==> src/rtl/button_conditioner.sv <==
// Debounces the five Basys3 push-buttons and turns them into press/release pulses.
// The up/down channels also generate auto-repeat pulses while the button is held.
// release/repeat are SystemVerilog keywords, so those outputs carry a _pulse suffix.
module button_conditioner #(
  parameter int unsigned DEBOUNCE_CYCLES = 1_000_000,
  parameter int unsigned REPEAT_DELAY    = 30_000_000,
  parameter int unsigned REPEAT_PERIOD   = 10_000_000
) (
  input  logic       clk,
  input  logic       rst_n,
  input  logic       btnC,
  input  logic       btnU,
  input  logic       btnD,
  input  logic       btnL,
  input  logic       btnR,
  output logic [4:0] level,
  output logic [4:0] press,
  output logic [4:0] release_pulse,
  output logic [1:0] repeat_pulse
);

  localparam int unsigned NumBtn = 5;
  localparam int unsigned NumRpt = 2;
  localparam int unsigned DbW    = $clog2(DEBOUNCE_CYCLES);
  localparam int unsigned RptMax = (REPEAT_DELAY > REPEAT_PERIOD) ? REPEAT_DELAY : REPEAT_PERIOD;
  localparam int unsigned RptW   = $clog2(RptMax);

  localparam logic [DbW-1:0]  DbLast     = DbW'(DEBOUNCE_CYCLES - 1);
  localparam logic [RptW-1:0] DelayLast  = RptW'(REPEAT_DELAY - 1);
  localparam logic [RptW-1:0] PeriodLast = RptW'(REPEAT_PERIOD - 1);

  typedef enum logic [1:0] {
    StIdle,
    StDelay,
    StRepeat
  } rpt_state_e;

  logic [NumBtn-1:0] raw;
  logic [NumBtn-1:0] sync1_q, sync_q;
  logic [NumBtn-1:0] level_q, level_d;
  logic [NumBtn-1:0] press_q, press_d;
  logic [NumBtn-1:0] release_q, release_d;
  logic [NumBtn-1:0][DbW-1:0] db_cnt_q, db_cnt_d;

  rpt_state_e        state_q [NumRpt];
  rpt_state_e        state_d [NumRpt];
  logic [RptW-1:0]   rpt_cnt_q [NumRpt];
  logic [RptW-1:0]   rpt_cnt_d [NumRpt];
  logic [NumRpt-1:0] repeat_q, repeat_d;

  assign raw = {btnR, btnL, btnD, btnU, btnC};

  // Two-flop synchronizer per button.
  always_ff @(posedge clk or negedge rst_n) begin
    if (!rst_n) begin
      sync1_q <= '0;
      sync_q  <= '0;
    end else begin
      sync1_q <= raw;
      sync_q  <= sync1_q;
    end
  end

  // Debounce: a level change is accepted only after sync disagrees with level for
  // DEBOUNCE_CYCLES consecutive cycles; any agreement restarts the count.
  always_comb begin
    level_d   = level_q;
    press_d   = '0;
    release_d = '0;
    db_cnt_d  = db_cnt_q;
    for (int i = 0; i < NumBtn; i++) begin
      if (sync_q[i] == level_q[i]) begin
        db_cnt_d[i] = '0;
      end else if (db_cnt_q[i] == DbLast) begin
        db_cnt_d[i]  = '0;
        level_d[i]   = sync_q[i];
        press_d[i]   = sync_q[i];
        release_d[i] = ~sync_q[i];
      end else begin
        db_cnt_d[i] = db_cnt_q[i] + 1'b1;
      end
    end
  end

  always_ff @(posedge clk or negedge rst_n) begin
    if (!rst_n) begin
      level_q   <= '0;
      press_q   <= '0;
      release_q <= '0;
      db_cnt_q  <= '0;
    end else begin
      level_q   <= level_d;
      press_q   <= press_d;
      release_q <= release_d;
      db_cnt_q  <= db_cnt_d;
    end
  end

  // Auto-repeat for U (button 1) and D (button 2). The FSM reacts to the same
  // event that raises press, so it sits in StDelay with count 0 in the press cycle.
  always_comb begin
    repeat_d = '0;
    for (int c = 0; c < NumRpt; c++) begin
      state_d[c]   = state_q[c];
      rpt_cnt_d[c] = rpt_cnt_q[c];
      unique case (state_q[c])
        StIdle: begin
          if (press_d[c+1]) begin
            state_d[c]   = StDelay;
            rpt_cnt_d[c] = '0;
          end
        end
        StDelay: begin
          if (release_d[c+1]) begin
            state_d[c]   = StIdle;
            rpt_cnt_d[c] = '0;
          end else if (rpt_cnt_q[c] == DelayLast) begin
            state_d[c]   = StRepeat;
            rpt_cnt_d[c] = '0;
            repeat_d[c]  = 1'b1;
          end else begin
            rpt_cnt_d[c] = rpt_cnt_q[c] + 1'b1;
          end
        end
        StRepeat: begin
          if (release_d[c+1]) begin
            state_d[c]   = StIdle;
            rpt_cnt_d[c] = '0;
          end else if (rpt_cnt_q[c] == PeriodLast) begin
            rpt_cnt_d[c] = '0;
            repeat_d[c]  = 1'b1;
          end else begin
            rpt_cnt_d[c] = rpt_cnt_q[c] + 1'b1;
          end
        end
        default: begin
          state_d[c]   = StIdle;
          rpt_cnt_d[c] = '0;
        end
      endcase
    end
  end

  always_ff @(posedge clk or negedge rst_n) begin
    if (!rst_n) begin
      for (int c = 0; c < NumRpt; c++) begin
        state_q[c]   <= StIdle;
        rpt_cnt_q[c] <= '0;
      end
      repeat_q <= '0;
    end else begin
      for (int c = 0; c < NumRpt; c++) begin
        state_q[c]   <= state_d[c];
        rpt_cnt_q[c] <= rpt_cnt_d[c];
      end
      repeat_q <= repeat_d;
    end
  end

  assign level         = level_q;
  assign press         = press_q;
  assign release_pulse = release_q;
  assign repeat_pulse  = repeat_q;

endmodule

==> config.mk <==
export PLATFORM = sky130hd
export DESIGN_NAME = button_conditioner
export DESIGN_NICKNAME = d
export VERILOG_FILES = /design/src/rtl/button_conditioner.sv
export SDC_FILE = /design/constraint.sdc
export NUM_CORES = 1
export LEC_CHECK = 0
export ABC_CLOCK_PERIOD_IN_PS = 3100
export BUFFER_PORTS_ARGS = -buffer_cell sky130_fd_sc_hd__buf_2
export CORE_MARGIN = 10
export CORE_UTILIZATION = 50
export DETAILED_ROUTE_END_ITERATION = 8
export GPL_TIMING_DRIVEN = 0
export PLACE_DENSITY = 0.66
export SYNTH_ARGS = -nofsm -noshare
export SYNTH_HDL_FRONTEND = slang
export SYNTH_SLANG_ARGS = --single-unit
==> constraint.sdc <==
create_clock -name clk -period 3.1 [get_ports clk]
set_input_delay 0.62 -clock clk [delete_from_list [all_inputs] [get_ports clk]]
set_output_delay 0.62 -clock clk [all_outputs]
set_load 0.005 [all_outputs]
==> implementation parameters <==
Parameter                              Value

Timing
  Post-Route Skew    9.91 ps
  Fmax    387 MHz
  Setup repair after global routing missed its margin    false
  Worst-case hold slack    287 ps
  Worst slew margin relative to its limit    43.3%
  Hold Vio Cnt, Final    0
  Time the worst path needs with I/O delays and setup    2590 ps
  Total setup violations reported at the end of the flow    0
  Period utilisation layout    83.4%
  Measured slew at the worst slew-check pin    850 ps
  Pins Over Slew Limit    0

Floorplan
  Height of the die    152 microns
  Initial core utilization    50.8%
  Cell row count    48
  Width of the die    152 microns
  Core Region    17,200 sq um
  Die Area    23,200 sq um
  Ports placed on the boundary    24

Routing
  Avg WL per Cell    14.1 microns
  Initial DRC count    318
  DRC violation count after routing    0
  Total number of vias    6,232
  Number of vias per cell    5.42
  Sum of routed wire length over all layers    16.2 mm
  Number of nets with antenna violations after routing    0
  First-pass detailed-route iteration total    5

Clock network
  Total of cells resized after clock tree synthesis    0
  Number of clock buffers inserted by TritonCTS    17
  Clk Tree Root Cell    sky130_fd_sc_hd__clkbuf_16
  CTS HTree Levels    4
  Worst-Skew Late Latency    420 ps
  Clk pin slew, worst setup/hold paths    70 ps
  Buffer levels on the longest clock path    2
  CTS Hold Bufs    0
  CTS tree    yes
  Post-CTS Setup Bufs    0
  TritonCTS Sinks    181

Logic synthesis
  Portion of the post-synthesis area used by sequential elements    51.8%
  Synth unique cells    48
  Yosys warnings    0
  Flip-flop and latch count after synthesis    181
  Post-synthesis instance area    8750 sq um
  Net count of the mapped netlist    889
  Mean Syn Cell Area    10.1 sq um
  Number of cells produced by synthesis    869

Cells and area
  Final non-filler cell total    1,149
  Number of nets in the final layout    932
  Post-layout util    56.7%
  Number of antenna cells inserted    0
  Share of cells above drive strength 1    8.01%
  Highest-count cells in the layout ignoring fill and taps    181 x sky130_fd_sc_hd__dfrtp_1, 161 x sky130_fd_sc_hd__nor2_1, 66 x sky130_fd_sc_hd__xor2_1, 60 x sky130_fd_sc_hd__nand2_1, 57 x sky130_fd_sc_hd__xnor2_1
  Leading cell type in the layout, fill and taps excluded    sky130_fd_sc_hd__dfrtp_1
  Area growth from synthesis to layout    11.7%

Setup path
  Largest stage delay, worst path    620 ps
  Worst-path cell chain    nor4b_1, nand3_1, o41ai_4, clkbuf_1, o21ai_0, a22o_1
  Worst setup path end    rpt_cnt_q[36]
  Worst-path maximum fanout    10
  Worst Setup End Kind    register
  Depth of the worst register-to-register path    6
  Setup CP Type    reg2reg
  Critical register-to-register path startpoint    db_cnt_q[27]
  Cell with the biggest individual delay on the critical path    sky130_fd_sc_hd__o41ai_4
  Endpoint arrival time on the critical path    2900 ps
  CP Launch Point    db_cnt_q[27]
  Worst path required time    3410 ps
  Startpoint kind of the worst setup timing path    register
  Worst r2r dst    rpt_cnt_q[36]
  Reg-to-reg setup timing slack    510 ps

Outcome
  Status    complete, no violations

Place
  Number of placed instances with taps included    1,118
  RD Place Congestion    0.819
  Detailed placer's ending HPWL    11.1 mm
  Buffers added on ports    23

GRT
  Initial antenna violation count    0
  Total track usage    14.5%
  Global-route congestion overflow total    0
  Largest net degree at the start of global routing    115
  Global-route wire length before repair    28.9 mm
  Vias in the first global route    6,066

Pwr
  IR drop worst, VDD    537 uV
  P_sw    986 uW
  Switching part of the total    21.2%
  Standby leakage power    0.00434 uW
  Sequential cell fraction of total power    51.6%
  P_int    3680 uW
  Total chip power    4660 uW
  Part of the power in the clock network    46.1%
  Areal power density over the cells    477 nW/um^2
  Comb pwr share    2.3%

Hold path
  Type of the tightest min-delay check    in2async

Flow run
  Max-capacitance violation count    0
critical path, delay by kind of cell, from the launching register on:
family	cells	cell delay (ps)
AOI/OAI and AO/OA	3	1030
and+or+nand+nor	2	600
buffers and inverters	1	420
DFF	1	420
stage by stage:
stage	instance area, sq um	worst slack, ps	setup TNS, ps
2_1_floorplan	8750	897	0
3_3_place_gp	9150	-1530	-273860
3_5_place_dp	9180	506	0
4_1_cts	9770	477	0
5_1_grt	9770	192	0
6_report	9770	514	0
cell type report:
cell class / count / area [sq um]
multi-input combinational: 656 / 4090
clock inverter: 13 / 158
timing repair buffer: 24 / 153
buffer: 22 / 93.8
sequential: 181 / 4530
clock buffer: 18 / 429
fill: 1489 / 7470
tap: 225 / 282
inverter: 10 / 37.5
registers in the layout, summed over array words and instances (netlist names):
| name | flops |
|---|---|
| db_cnt_q | 100 |
| press | 5 |
| state_q | 4 |
| repeat_pulse | 2 |
| sync_q | 5 |
| level | 5 |
| release_pulse | 5 |
| rpt_cnt_q | 50 |
| sync1_q | 5 |
Yosys cell counts (all sizes together):
library cell,count,share of area (%)
dfrtp,181,52
nor2,161,6.9
xor2,66,6.6
nand2,60,2.6
xnor2,57,5.7
nand3,50,2.9
nand4,44,3.2
and3,31,2.2
o21ai,18,1.0
nor3,17,0.97
nor4,16,1.4
clkbuf,15,0.64
and2,14,1.0
nor4b,14,1.4
ha,13,1.9
and4,11,1.1
inv,10,0.43
a21oi,8,0.46
nor2b,8,0.57
nor3b,8,0.69
a22o,7,0.70
buf,7,0.43
mux2,6,0.77
a21o,5,0.43
o41ai,5,0.72
or3,5,0.36
nand2b,4,0.29
nor4bb,4,0.46
or4,4,0.34
o31ai,3,0.26
o41a,3,0.39
o2bb2a,2,0.23
or2,2,0.14
a21boi,1,0.086
a221o,1,0.11
a2bb2oi,1,0.10
and4b,1,0.11
mux2i,1,0.11
nand3b,1,0.086
o221ai,1,0.17
o22a,1,0.10
o31a,1,0.10
or4b,1,0.11
routing by layer:
metal / global-route usage [%] / wire length [microns] / vias to the layer above / part of all wire [%]
met4: 4.17 / 134 / 0 / 0.83
met2: 23.1 / 7560 / 67 / 47
met1: 19.4 / 8090 / 3039 / 50
li1: - / - / 3114 / -
met5: 0 / 0 / - / 0
met3: 3.08 / 443 / 12 / 2.7
cells by family after synthesis:
group,share of synthesized area [%]
AND/OR/NAND/NOR,26.8
multiplexers,0.887
adder cells (fa/ha/maj),1.86
AO/OA/AOI/OAI,4.88
flip-flops,51.8
XOR/XNOR,12.3
buffers and inverters,1.50
power groups by stage:
stage / registers (uW) / logic, uW / clock network [uW]
6_report: 2400 / 108 / 2150
5_1_grt: 2400 / 128 / 2320
4_1_cts: 2400 / 114 / 2220
3_5_place_dp: 2450 / 113 / 0
3_3_place_gp: 2450 / 105 / 0
2_1_floorplan: 2440 / 42.5 / 0
worst min-delay path by stage:
stage                from     endpoint  slack (ps)  depth (start not counted)
2_1_floorplan       rst_n  db_cnt_q[0]         320                          0
3_3_place_gp   sync1_q[3]    sync_q[3]         330                          0
3_5_place_dp   sync1_q[3]    sync_q[3]         340                          0
4_1_cts              btnU   sync1_q[1]         290                          1
5_1_grt              btnC   sync1_q[0]         280                          1
6_report            rst_n  db_cnt_q[9]         290                          1
No activity file was read; power rests on OpenSTA's default activity.
